## src/rtl/neuron_pkg.sv

```systemverilog
// Shared types and helpers for the perceptron training loop.
package neuron_pkg;

    localparam int unsigned SAMPLE_W = 8;
    localparam int unsigned ERROR_W  = 16;

    typedef logic [SAMPLE_W-1:0]       sample_t;
    typedef logic signed [ERROR_W-1:0] error_t;

    // Increment that sticks at all-ones instead of wrapping.
    function automatic logic [15:0] sat_inc16(input logic [15:0] value);
        return (value == 16'hFFFF) ? value : value + 16'd1;
    endfunction

endpackage

```

## src/rtl/target_fifo.sv

```systemverilog
// Target buffer: valid/ready FIFO with registered count; a full FIFO refuses pushes
// even when a pop happens in the same cycle.
module target_fifo
    import neuron_pkg::*;
#(
    parameter int unsigned DEPTH = 4
) (
    input  logic    clock,
    input  logic    reset,
    input  logic    push_valid,
    output logic    push_ready,
    input  sample_t push_data,
    output logic    pop_valid,
    input  logic    pop_ready,
    output sample_t pop_data
);

    localparam int unsigned AW = (DEPTH > 1) ? $clog2(DEPTH) : 1;
    localparam int unsigned CW = $clog2(DEPTH + 1);

    sample_t         mem [DEPTH];
    logic [AW-1:0]   wr_ptr;
    logic [AW-1:0]   rd_ptr;
    logic [CW-1:0]   count;
    logic            full;
    logic            empty;
    logic            do_push;
    logic            do_pop;

    assign full       = (count == CW'(DEPTH));
    assign empty      = (count == '0);
    assign push_ready = !reset && !full;
    assign pop_valid  = !empty;
    assign pop_data   = mem[rd_ptr];
    assign do_push    = push_valid && push_ready;
    assign do_pop     = pop_ready && !empty;

    // Pointers wrap naturally because DEPTH is a power of two.
    always_ff @(posedge clock) begin
        if (reset) begin
            wr_ptr <= '0;
            rd_ptr <= '0;
            count  <= '0;
        end else begin
            if (do_push) wr_ptr <= wr_ptr + AW'(1);
            if (do_pop)  rd_ptr <= rd_ptr + AW'(1);
            case ({do_push, do_pop})
                2'b10:   count <= count + CW'(1);
                2'b01:   count <= count - CW'(1);
                default: count <= count;
            endcase
        end
    end

    always_ff @(posedge clock) begin
        if (do_push) mem[wr_ptr] <= push_data;
    end

endmodule

```

## src/rtl/error_stage.sv

```systemverilog
// Pairs perceptron results with buffered targets, returns the signed error and
// tracks per-epoch maximum |error| for the convergence flag.
module error_stage
    import neuron_pkg::*;
#(
    parameter int unsigned DEPTH     = 4,
    parameter int unsigned EPOCH     = 4,
    parameter int unsigned TOLERANCE = 5,
    parameter int unsigned SHIFT     = 0
) (
    input  logic        clock,
    input  logic        reset,
    input  logic        train,
    input  logic        target_valid,
    output logic        target_ready,
    input  logic [7:0]  target_data,
    input  logic        result_valid,
    output logic        result_ready,
    input  logic [7:0]  result_data,
    output logic        error_valid,
    input  logic        error_ready,
    output logic [15:0] error_data,
    output logic        epoch_done,
    output logic        converged,
    output logic [15:0] epochs
);

    localparam int unsigned CW  = (EPOCH > 1) ? $clog2(EPOCH) : 1;
    localparam sample_t     TOL = sample_t'((TOLERANCE > 255) ? 255 : TOLERANCE);

    generate
        if (SHIFT > 7) begin : g_bad_shift
            $error("error_stage: SHIFT must be in 0..7");
        end
        if (DEPTH < 2 || (DEPTH & (DEPTH - 1)) != 0) begin : g_bad_depth
            $error("error_stage: DEPTH must be a power of two >= 2");
        end
        if (EPOCH < 1) begin : g_bad_epoch
            $error("error_stage: EPOCH must be >= 1");
        end
    endgenerate

    sample_t            head;
    logic               fifo_valid;
    logic               pair;
    logic signed [8:0]  diff;
    error_t             shifted;
    sample_t            mag;
    sample_t            run_max;
    sample_t            max_next;
    logic [CW-1:0]      sample_cnt;
    logic               last;

    target_fifo #(.DEPTH(DEPTH)) u_fifo (
        .clock      (clock),
        .reset      (reset),
        .push_valid (target_valid),
        .push_ready (target_ready),
        .push_data  (target_data),
        .pop_valid  (fifo_valid),
        .pop_ready  (pair),
        .pop_data   (head)
    );

    // A new pair is taken only when the error slot is free or being drained.
    assign result_ready = !reset && fifo_valid && (!error_valid || error_ready);
    assign pair         = result_valid && result_ready;

    assign diff     = $signed({1'b0, head}) - $signed({1'b0, result_data});
    assign shifted  = error_t'(diff) <<< SHIFT;
    assign mag      = diff[8] ? 8'(-diff) : diff[7:0];
    assign max_next = (mag > run_max) ? mag : run_max;
    assign last     = (sample_cnt == CW'(EPOCH - 1));

    // Error register: held until accepted, replaced on the next pair.
    always_ff @(posedge clock) begin
        if (reset) begin
            error_valid <= 1'b0;
            error_data  <= '0;
        end else if (pair) begin
            error_valid <= train;
            error_data  <= shifted;
        end else if (error_valid && error_ready) begin
            error_valid <= 1'b0;
        end
    end

    // Epoch statistics advance on every pair, trained or not.
    always_ff @(posedge clock) begin
        if (reset) begin
            run_max    <= '0;
            sample_cnt <= '0;
            epoch_done <= 1'b0;
            converged  <= 1'b0;
            epochs     <= '0;
        end else begin
            epoch_done <= 1'b0;
            if (pair) begin
                if (last) begin
                    epoch_done <= 1'b1;
                    converged  <= (max_next <= TOL);
                    epochs     <= sat_inc16(epochs);
                    run_max    <= '0;
                    sample_cnt <= '0;
                end else begin
                    run_max    <= max_next;
                    sample_cnt <= sample_cnt + CW'(1);
                end
            end
        end
    end

endmodule
```

## config.mk

```make
export PLATFORM = sky130hd
export DESIGN_NAME = error_stage
export DESIGN_NICKNAME = d
export VERILOG_FILES = /design/src/rtl/neuron_pkg.sv /design/src/rtl/target_fifo.sv /design/src/rtl/error_stage.sv
export SDC_FILE = /design/constraint.sdc
export NUM_CORES = 1
export LEC_CHECK = 0
export ABC_AREA = 1
export ABC_CLOCK_PERIOD_IN_PS = 5800
export CAP_MARGIN = 15
export CORE_MARGIN = 3
export CORE_UTILIZATION = 55
export CTS_CLUSTER_DIAMETER = 150
export DETAILED_ROUTE_END_ITERATION = 16
export GPL_ROUTABILITY_DRIVEN = 0
export PLACE_DENSITY = 0.8
export RECOVER_POWER = 100
export SLEW_MARGIN = 40
export SYNTH_ARGS = -nofsm -noshare
export SYNTH_HDL_FRONTEND = slang
export SYNTH_SLANG_ARGS = --single-unit
```

## constraint.sdc

```tcl
create_clock -name clock -period 5.8 [get_ports clock]
set_clock_uncertainty 0.15 [all_clocks]
set_input_delay 1.74 -clock clock [delete_from_list [all_inputs] [get_ports clock]]
set_output_delay 1.74 -clock clock [all_outputs]
set_load 0.05 [all_outputs]
```

### Word level (Yosys, flattened, before mapping)

Memory sizes are Yosys's and may differ from the RTL's. A register that Yosys moved wholly into a read port is not among the register bits.
Cells that the tools add are included.

| storage, ports and cells | value |
|---|---|
| register bits after elaboration | 45 |
| bits in writable memories | 32 |
| bits of input ports | 22 |
| output and inout bits | 37 |
| word-level logic and storage cells | 58 |
| memories | 1 |

| operators by class | value |
|---|---|
| add/subtract/negate cells | 8 |
| $lt $le $gt $ge | 2 |
| equality and inequality tests | 5 |
| muxes and demuxes | 12 |
| bitwise gates (word level) | 2 |
| reductions and logical operators | 18 |

Memories:

| memory | depth | width | rd ports | clocked after memory_dff | write ports | RTL line | source |
|---|---|---|---|---|---|---|---|
| u_fifo.mem | 4 | 8 | 1 | 1 | 1 | target_fifo.sv:21 | `sample_t mem [DEPTH];` |

Operators with widths:

| kind | number |
|---|---|
| 2-to-1 mux 8 bit | 3 |
| adder 16 x 1 -> 16 bit (second input constant) | 1 |
| == test 16 bit (second input constant) | 1 |
| subtractor 8 x 8 -> 9 bit | 1 |
| > comparator 8 bit | 1 |
| <= comparator 8 x 3 -> 1 bit (second input constant) | 1 |
| negation 8 bit | 1 |
| logical AND 1 bit | 7 |
| adder 2 x 1 -> 2 bit (second input constant) | 3 |
| 2-to-1 mux 2 bit | 3 |
| one-hot mux 3 bit (2 select lines) | 1 |
| 2-to-1 mux 1 bit | 5 |
| == test 2 bit (second input constant) | 2 |
| zero test 1 bit | 4 |
| nonzero test 2 bit | 2 |
| adder 3 x 1 -> 3 bit (second input constant) | 1 |
| == test 3 bit (second input constant) | 1 |
| zero test 3 bit | 1 |
| AND reduction 3 bit | 1 |
| subtractor 3 x 1 -> 3 bit (second input constant) | 1 |
| == test 2 x 1 -> 1 bit (second input constant) | 1 |
| NOT 1 bit | 2 |
| AND reduction 2 bit | 1 |
| OR reduction 2 bit | 1 |
| logical OR 1 bit | 1 |

### Longest topological paths before layout

Gate-level depths: netlist (run 1).

| depth | value |
|---|---|
| depth after elaboration | 8 |
| mapped depth | 31 |
| mapped depth without buffers | 28 |

### By module

Synthesis (run 1) repeated with hierarchy kept, for this count alone.

| unflattened totals | value |
|---|---|
| cells, all modules | 570 |
| area total of the unflattened synthesis | 4424.2 um2 |

By module, submodules not included:

| module | times used | cells each | area an instance (um2) | sequential area each (um2) |
|---|---|---|---|---|
| error_stage | 1 | 424 | 2720.1 | 760.7 |
| target_fifo | 1 | 146 | 1704.1 | 1141.1 |

### Worst setup path after synthesis (run 1)

No wires, ideal clock.

| timing | value |
|---|---|
| path type | input port to flip-flop |
| start | input result_data[0] |
| end | register converged |
| library setup time | 0.114 ns |
| arrival time | 4.429 ns |
| required time | 5.536 ns |
| slack | 1.107 ns |
| stages on the path | 21 |
| buffers on the path | 0 |
| cell sequence | ha_1 > fa_1 > ha_1 > inv_1 > nor2_1 > nand2_1 > nor2_1 > nand2_1 > nand3_1 > nand2_1 > ha_1 > nand2_1 > nor2_1 > nor3_1 > nand2_1 > nand2_1 > inv_2 > o21ai_1 > nand2_1 > nand4_1 > nand2_1 |

| on the way | value |
|---|---|
| cells in the longest elaborated chain, start to end | 6 |

Ends and longest elaborated chain:

| item | RTL line | source |
|---|---|---|
| start: declaration | error_stage.sv:19 | `input logic [7:0] result_data,` |
| subtractor 8 x 8 -> 9 bit * | error_stage.sv:69 | `assign diff = $signed({1'b0, head}) - $signed({1'b0, result_data});` |
| negation 8 bit | error_stage.sv:71 | `assign mag = diff[8] ? 8'(-diff) : diff[7:0];` |
| 2-to-1 mux 8 bit * | error_stage.sv:71 |  |
| > comparator 8 bit | error_stage.sv:72 | `assign max_next = (mag > run_max) ? mag : run_max;` |
| 2-to-1 mux 8 bit * | error_stage.sv:72 |  |
| <= comparator 8 x 3 -> 1 bit * | error_stage.sv:101 | `converged <= (max_next <= TOL);` |
| end signal: assignment | error_stage.sv:101 |  |
| end: declaration | error_stage.sv:24 | `output logic converged,` |

Every way passes the cells marked *; elsewhere a longest branch is shown, timed or not.
A chain may end at the register's enable or synchronous reset.

### Worst setup path after layout (run 1)

| timing | value |
|---|---|
| start | input reset |
| end | output result_ready |

| on the way | value |
|---|---|
| cells in the longest elaborated chain, start to end | 3 |

Ends and longest elaborated chain:

| item | RTL line | source |
|---|---|---|
| start: declaration | error_stage.sv:12 | `input logic reset,` |
| zero test 1 bit | error_stage.sv:66 | `assign result_ready = !reset && fifo_valid && (!error_valid \|\| error_ready);` |
| logical AND 1 bit (2 in a row) | error_stage.sv:66 |  |
| end: declaration | error_stage.sv:18 | `output logic result_ready,` |

No other way between the ends.

==> impl_metrics.yaml, run 1 <==
power:
  powerDensity_nw_per_um2: 277
  internal_power_mw: 0.936
  pwr-share-comb: 0.284
  swShare: 0.347
  p_leak_nw: 2.24
  peakVddDrop_mv: 0.163
  p_seq_frac: 0.425
  power_frac_clock: 0.291
  p_sw_mw: 0.497
clock_tree:
  clock_latency_ns: 0.35
  clk_pin_slew_worst_paths_ns: 0.09
  numCtsBuffers: 9
  cts_resized: 0
  cts.sinks: 79
  cts_tree: "yes"
  ctsHoldBuffers: 0
  post-cts-setup-buffers: 0
  cts_htree_levels: 3
  cts_root_buffer: "clkbuf_8"
  clk_path_buf_depth: 2
grt:
  grt_first_pass_wirelength_um: 16100
  grt.overflow.total: 0
  track_usage: 0.226
  grt_max_degree: 25
  antenna_found_initial: 0
  grt_pass1_vias: 3584
synthesis:
  syn-num-nets: 612
  avgSynthCellArea_um2: 7.82
  synthCells: 562
  yosys.area.top_type: "edfxtp_1"
  syn-cell-area_um2: 4390
  yosys-top-cells-area: "edfxtp_1, dfxtp_1, nand2_1"
  ys_ff_latch: 79
  synth_cell_types: 40
  seq_area_frac_synth: 0.433
  yosys.area.top_type_share: 0.219
  yosysWarnings: 0
critical_path:
  cp.arrival_ns: 3.61
  crit_chain: "dlygate4sd3_1 -> inv_1 -> o311ai_1 -> clkinv_1 -> buf_12"
  cpMaxStageDelayCell: "dlygate4sd3_1"
  crit_fanout: 24
  critPathKind: "input pin to primary output"
  end_kind: "primary output"
  start_kind: "input pin"
  cp_data_required_time_ns: 3.91
  critPathMaxStageDelay_ns: 0.82
  path_delay_family: "buffers and inverters"
  cp_num_buf_inv: 4
die:
  dieArea_um2: 9100
  design.portCount: 59
  coreArea_um2: 7490
  die_w_um: 95.4
  row_count: 31
  start_util: 0.587
  die_h_um: 95.4
min_path:
  hold_class: "register to register"
sta:
  min_period_ns: 5.50
  hold_viol_final: 0
  min_period_over_period: 0.949
  fin_tns_setup_ns: 0
  worstMarginPinSlew_ns: 0.849
  rsz0062_at_grt: "no"
  relSlewSlack: 0.434
  setup_viol: 0
  max_freq_mhz: 182
  finalMaxSlewViolations: 0
outcome:
  outcome: "completed"
routing:
  dr.first_iter.drc_count: 236
  drc: 0
  firstDrtPassIters: 5
  vias_per_cell: 5.33
  ant_nets: 0
  drt-wirelength-per-cell_um: 13.3
  wl_um: 9530
  via_count: 3824
place:
  port-buffer-count: 58
  placed_area_um2: 5000
  hpwlAfterDp_um: 7080
layout:
  area_delta_synth_final_pct: 17.8
  drive_gt1_frac: 0.0631
  nNetsFinal: 663
  multi_input_area_um2: 2020
  layout_commonest_cell: "nand2_1"
  n_fill_cell: 617
  fin_area_um2: 5170
  antennaDiodeCount: 0
  final_cell_mix: "nand2_1, inv_1, dfxtp_1"
  seqCellArea_um2: 1900
run:
  max_cap_viol_count: 0
[layout make-up]
| type | count | share of cell area |
|---|---|---|
| Clock buffer | 9 | 0.0239 |
| Tap cell | 99 | 0.0239 |
| Multi-Input combinational cell | 376 | 0.391 |
| Sequential cell | 79 | 0.368 |
| Clock inverter | 7 | 0.0152 |
| Inverter | 87 | 0.0636 |
| Timing Repair Buffer | 60 | 0.115 |
[cells in the mapped netlist (all sizes together)]
cell type    n
a21oi       42
a31oi        1
a32o         1
a32oi        1
and3         5
buf         12
clkbuf       8
dfxtp       47
edfxtp      32
fa           2
ha          26
inv         87
nand2      139
nand3       36
nand3b       1
nand4        6
nor2        43
nor3         9
nor4         5
o2111a       1
o211ai       3
o21a         2
o21ai       37
o22ai        6
o311ai       1
xnor2        3
xor2         6
[cell families (layout without fill, tap and decap cells)]
logic type | after synthesis | in the layout | synth area share
adder cells (fa/ha/maj) | 28 | 28 | 0.0832
XOR/XNOR | 9 | 9 | 0.0179
AO/OA/AOI/OAI | 95 | 95 | 0.121
buffers and inverters | 107 | 163 | 0.103
AND/OR/NAND/NOR | 244 | 244 | 0.242
flip-flops | 79 | 79 | 0.433
[tightest hold or removal path: cells and delay by family, from the launching register on]
| family | cells | cell delay (ns) |
|---|---|---|
| simple gates | 1 | 0.06 |
| compound gates | 1 | 0.06 |
| flops | 1 | 0.32 |
[flip-flops by register name, indices dropped and copies added (netlist names), named ones only]
register       cells
u_fifo.wr_ptr      2
u_fifo.count       3
u_fifo.mem        32
u_fifo.rd_ptr      2
epoch_done         1
epochs            16
error_valid        1
error_data         9
sample_cnt         2
run_max            8
converged          1
[through the flow]
| step | hold WS (ns) | total power [mW] | worst slack [ns] | instances | utilization |
|---|---|---|---|---|---|
| 2_1_floorplan | 0.295 | 0.932 | 1.11 | 562 | - |
| 5_1_grt | 0.344 | 1.53 | 0.152 | 717 | 0.691 |
| 6_report | 0.320 | 1.43 | 0.295 | 717 | 0.691 |
| 4_1_cts | 0.320 | 1.45 | 0.651 | 717 | 0.695 |
| 3_3_place_gp | 0.304 | 1.02 | 0.496 | 701 | 0.668 |
| 3_5_place_dp | 0.307 | 1.03 | 0.320 | 701 | 0.668 |
[power groups by stage]
stage                     Clock (mW)  Combinational (mW)  Sequential [mW]
after floorplan                    0               0.298            0.634
after global placement             0               0.396            0.621
after detailed placement           0               0.409            0.622
after CTS                      0.426               0.413            0.609
after global routing           0.456               0.461            0.611
final                          0.417               0.407            0.608
[layer usage]
metal  up-vias  track usage  wire length (um)
met5         -            0                 0
met4         0       0.0806               190
met3        22       0.0442               555
met2       131        0.373              4560
met1      1733        0.296              4230
li1       1938            -                 -
[worst paths after layout]
path                            startpoint      endpoint  slack [ns]  cells past startpoint
worst max-delay path                 reset  result_ready        0.30                      5
worst min-delay path            run_max[1]    run_max[1]        0.32                      2
worst max register to register    register     converged        1.06                     24
worst min register to register  run_max[1]    run_max[1]        0.32                      2
Power figures use the tool's default switching activity.
==> run 2, diff against run 1 <==
ABC_CLOCK_PERIOD_IN_PS = 4900   (was 5800)
CORE_ASPECT_RATIO = 0.75   (was default)
CORE_UTILIZATION = 50   (was 55)
PLACE_DENSITY = 0.77   (was 0.8)
clock period = 4.9 ns   (was 5.8 ns; I/O delays follow)
==> run 2 against run 1 <==
Effect of this change:
- clock power grew 77%
- sequential cell count stayed put
- total power is 40% higher
- sequential share of layout area decreased by 1.6 points
- global-route usage is 0.052 points lower
- critical path type is now input pin to register
- critical endpoint is now converged
- largest power group is now clock
==> impl_metrics.yaml, run 2 (synthesis results as in run 1) <==
critical_path:
  cp_num_buf_inv: 6
  start_kind: "input pin"
  reg2reg_to: "converged"
  cp_data_required_time_ns: 4.97
  cp.arrival_ns: 4.77
  path_common_cell: "nand2_1"
  reg2regPathDepth: 24
  critPathMaxStageDelay_ns: 0.55
  end_kind: "register"
  crit_fanout: 5
  path_delay_family: "adder cells"
  cpMaxStageDelayCell: "fa_1"
  crit_chain: "clkdlybuf4s50_1 -> ha_2 -> fa_1 -> ha_2 -> inv_1 -> nor2_2 -> buf_4 -> buf_4 -> o21ai_2 -> o21ai_1 -> inv_1 -> ha_1 -> nand2_1 -> o21ai_1 -> nand2_1 -> nand2_1 -> nand2_2 -> buf_4 -> o21ai_2 -> nand2_1 -> nand4_1 -> nand2_1"
  reg2reg_slack_ns: 0.41
  critPathKind: "input pin to register"
sta:
  worstMarginPinSlew_ns: 1.00
  relSlewSlack: 0.333
  hold_viol_final: 0
  setup_ws_ns: 0.198
  min_period_over_period: 0.960
  max_freq_mhz: 213
  setup_viol: 0
  min_period_ns: 4.70
  finalMaxSlewViolations: 0
  fin_tns_setup_ns: 0
power:
  powerDensity_nw_per_um2: 370
  p_leak_nw: 2.35
  peakVddDrop_mv: 0.207
layout:
  area_delta_synth_final_pct: 23.2
  final_cell_mix: "nand2_1, inv_1, dfxtp_1"
  drive_gt1_frac: 0.0957
  post-route-util: 0.660
  reg_top3: "u_fifo.mem: 32 flops, epochs: 16 flops, error_data: 9 flops"
  fin_area_um2: 5410
  nNetsFinal: 672
  multi_input_area_um2: 2060
  largest_reg_flops: 32
  seqCellArea_um2: 1900
  n_fill_cell: 679
  antennaDiodeCount: 0
  layout_commonest_cell: "nand2_1"
  top_register: "u_fifo.mem"
routing:
  firstDrtPassIters: 7
  via_count: 4015
  drt-wirelength-per-cell_um: 14.7
  wl_um: 10700
  drc: 0
  dr.first_iter.drc_count: 307
  vias_per_cell: 5.48
  ant_nets: 0
place:
  placed_area_um2: 5070
  port-buffer-count: 58
  place_ws_ns: -0.139
  hpwlAfterDp_um: 7630
die:
  design.portCount: 59
  row_count: 28
  die_h_um: 87.2
  die_w_um: 114
  start_util: 0.536
  coreArea_um2: 8200
  dieArea_um2: 9960
min_path:
  worstHoldStart: "run_max[1]"
  hold_depth: 2
  hold_class: "register to register"
  min_to: "run_max[1]"
grt:
  grt.overflow.total: 0
  track_usage: 0.225
  grt_first_pass_wirelength_um: 17700
  grt_pass1_vias: 3758
  antenna_found_initial: 0
  grt_max_degree: 24
outcome:
  outcome: "completed"
run:
  max_cap_viol_count: 0
clock_tree:
  clk_path_buf_depth: 2
  numCtsBuffers: 9
  cts_htree_levels: 3
  ctsHoldBuffers: 0
  clk_pin_slew_worst_paths_ns: 0.06
  clock_latency_ns: 0.34
  cts_root_buffer: "clkbuf_16"
  cts.sinks: 79
  cts_tree: "yes"
## run 2: cell count changes in the layout (fill, tap and decap cells not counted), moves of 2 or more
cell and delta:
ha_1 -2, ha_2 +2, clkbuf_8 -9, nor2_2 +4, nand2_1 -2, clkbuf_16 +9
o21ai_0 -2, buf_4 +10, nor2_1 -5, nand2_2 +2
## run 2: how the worst max path moves through the flow
stage | from | end | slack [ns] | cells past startpoint
6_report | result_data[0] | converged | 0.20 | 22
5_1_grt | result_data[0] | converged | -0.09 | 23
4_1_cts | result_data[0] | converged | 0.17 | 23
3_5_place_dp | result_data[0] | converged | -0.14 | 23
3_3_place_gp | result_data[0] | converged | 0.07 | 24
2_1_floorplan | result_data[0] | converged | 0.48 | 21
## run 2: per-layer routing
layer	routed length (um)	global-route usage
met1	4940	0.303
met2	5000	0.363
met3	648	0.0486
met4	156	0.0755
met5	0	0
## run 2: power by group
group	internal, mW	total, mW	switching, mW
clock	0.457	0.740	0.284
sequential	0.707	0.722	0.0150
combinational	0.189	0.539	0.350
total	1.35	2.00	0.648
## run 2: worst register-to-register path, delay by kind of cell, from the launching register on
family,cells,cell delay (ns)
compound gates,3,0.72
fa+ha+maj,2,0.69
buf+inv,2,0.54
flops,1,0.68
simple gates,17,1.59
## run 2: layout make-up
cell class	instances	area share
clock inverter	7	0.0206
multi-input combinational	376	0.381
timing repair buffer	69	0.120
clock buffer	9	0.0416
sequential	79	0.351
tap	105	0.0243
inverter	87	0.0612
## run 2: repair_timing
item	4_1_cts	5_1_grt
endpoints found under the setup margin	0	9
resized for setup	0	11
hold endpoints to repair	0	0
buffers inserted	0	2
## run 2: stage by stage
stage | hold slack, ns | cells | total power [mW]
2_1_floorplan | 0.295 | 562 | 1.10
3_3_place_gp | 0.303 | 714 | 1.23
3_5_place_dp | 0.307 | 714 | 1.25
4_1_cts | 0.316 | 730 | 1.99
5_1_grt | 0.344 | 732 | 2.11
6_report | 0.316 | 732 | 2.00
==> run 3, diff against run 2 <==
REMOVE_ABC_BUFFERS = 1   (was default)
==> run 3 against run 2 <==
Effect of this change:
- die area stayed put
- critical path depth is the same
- fmax increased by 1.0%
- clock power about the same
- final cell count up 0.27%
- worst hold slack gained 0.0045 ns
- worst setup slack improved by 0.047 ns
- global-route usage decreased by 0.76 points
- non-clock buffer count grew 2
- wire length shrank 3.1%
- register-to-register slack gained 0.12 ns
==> impl_metrics.yaml, run 3 (synthesis results as in run 1) <==
die:
  coreArea_um2: 8200
  start_util: 0.536
  die_h_um: 87.2
  design.portCount: 59
  die_w_um: 114
  row_count: 28
  dieArea_um2: 9960
grt:
  grt_max_degree: 24
  gr-usage-met2: 0.349
  use_met1: 0.291
  antenna_found_initial: 0
  grt-busiest-layer: "met2"
  track_usage: 0.218
  grt_pass1_vias: 3710
  grt_first_pass_wirelength_um: 17200
  grtUsageMet3: 0.0507
  grt.overflow.total: 0
layout:
  final_cell_mix: "nand2_1, inv_1, dfxtp_1"
  area_delta_synth_final_pct: 23.4
  nNetsFinal: 674
  n_fill_cell: 680
  fin_cells: 734
  largest_reg_flops: 32
  seqCellArea_um2: 1900
  antennaDiodeCount: 0
  layout_commonest_cell: "nand2_1"
  drive_gt1_frac: 0.0938
  top_register: "u_fifo.mem"
  reg_top3: "u_fifo.mem: 32 flops, epochs: 16 flops, error_data: 9 flops"
  multi_input_area_um2: 2070
routing:
  dr.first_iter.drc_count: 268
  firstDrtPassIters: 5
  drc: 0
  drt-wirelength-per-cell_um: 14.2
  via_count: 3959
  vias_per_cell: 5.39
  wl_um: 10400
  ant_nets: 0
sta:
  setup_viol: 0
  hold_viol_final: 0
  min_period_over_period: 0.950
  max_freq_mhz: 215
  relSlewSlack: 0.341
  hold_ws_ns: 0.320
  fin_tns_setup_ns: 0
  rsz0062_at_grt: "no"
  min_period_ns: 4.66
  setup_ws_ns: 0.244
  finalMaxSlewViolations: 0
  worstMarginPinSlew_ns: 0.989
run:
  max_cap_viol_count: 0
power:
  p_sw_mw: 0.646
  powerDensity_nw_per_um2: 369
  p_seq_frac: 0.361
  p_leak_nw: 2.35
  peakVddDrop_mv: 0.233
  swShare: 0.323
  pwr-share-comb: 0.270
  power_frac_clock: 0.369
  power.total_mw: 2.00
  internal_power_mw: 1.35
clock_tree:
  cts_root_buffer: "clkbuf_16"
  numCtsBuffers: 9
  clk_pin_slew_worst_paths_ns: 0.06
  clock_latency_ns: 0.34
  cts_htree_levels: 3
  cts.sinks: 79
  cts_tree: "yes"
  clk_path_buf_depth: 2
critical_path:
  start_kind: "input pin"
  cp_data_required_time_ns: 5.03
  crit_fanout: 8
  reg2reg_slack_ns: 0.53
  reg2reg_to: "converged"
  cp.arrival_ns: 4.79
  crit_start: "result_data[0]"
  critPathKind: "input pin to register"
  end_kind: "register"
  reg2regPathDepth: 24
min_path:
  min_to: "run_max[4]"
  worstHoldStart: "run_max[4]"
  hold_depth: 2
  hold_class: "register to register"
outcome:
  outcome: "completed"
place:
  hpwlAfterDp_um: 7580
  dpl.cell_count: 717
  port-buffer-count: 58
  place_ws_ns: -0.152
-- run 3: metal layers --
metal  vias to the layer above  wire length, um
li1                       1966                -
met5                         -                0
met1                      1844             4840
met3                        19              579
met4                         0              185
met2                       130             4800
-- run 3: power groups by stage --
stage	logic (mW)	clock network, mW	registers, mW
after global placement	0.500	0	0.735
after global routing	0.605	0.780	0.724
after detailed placement	0.519	0	0.736
after CTS	0.523	0.750	0.722
final	0.541	0.739	0.721
after floorplan	0.322	0	0.768
-- run 3: stage by stage --
| step | instance area [um2] | util |
|---|---|---|
| 4_1_cts | 5420 | 0.661 |
| 2_1_floorplan | 4270 | - |
| 5_1_grt | 5420 | 0.661 |
| 3_3_place_gp | 5090 | 0.621 |
| 3_5_place_dp | 5090 | 0.621 |
| 6_report | 5420 | 0.661 |
-- run 3: worst max-delay path: stages --
cell	delay (ns)
clkdlybuf4s50_1	0.42
ha_1	0.24
fa_1	0.56
ha_1	0.18
inv_1	0.06
nor2_2	0.11
nand2_1	0.09
nor2_1	0.09
nand2_1	0.07
nand3_1	0.10
nand2_1	0.08
ha_1	0.28
nand2_1	0.07
nor2_2	0.13
nand4_1	0.15
nand2_4	0.17
inv_4	0.07
nand3_1	0.11
nand3_1	0.08
nor2_1	0.09
nand4_1	0.09
nand2_1	0.07
-- run 3: area by class of cell --
cell class                      count  share of cell area
Clock inverter                      7              0.0192
Multi-Input combinational cell    376               0.381
Timing Repair Buffer               71               0.122
Tap cell                          105              0.0242
Sequential cell                    79               0.351
Clock buffer                        9              0.0415
Inverter                           87              0.0611
-- run 3: how the worst max path moves through the flow --
stage                     slack (ns)        endpoint
after global routing            0.01       converged
after global placement        0.0001       converged
after CTS                       0.16       converged
after detailed placement       -0.15       converged
final                           0.24       converged
after floorplan                 0.43  error_data[10]
-- run 3: what timing repair did --
item                       CTS  global route
buffers inserted             0             1
hold buffers                 0             0
gates resized for setup      0            11
setup endpoints to repair    0             8
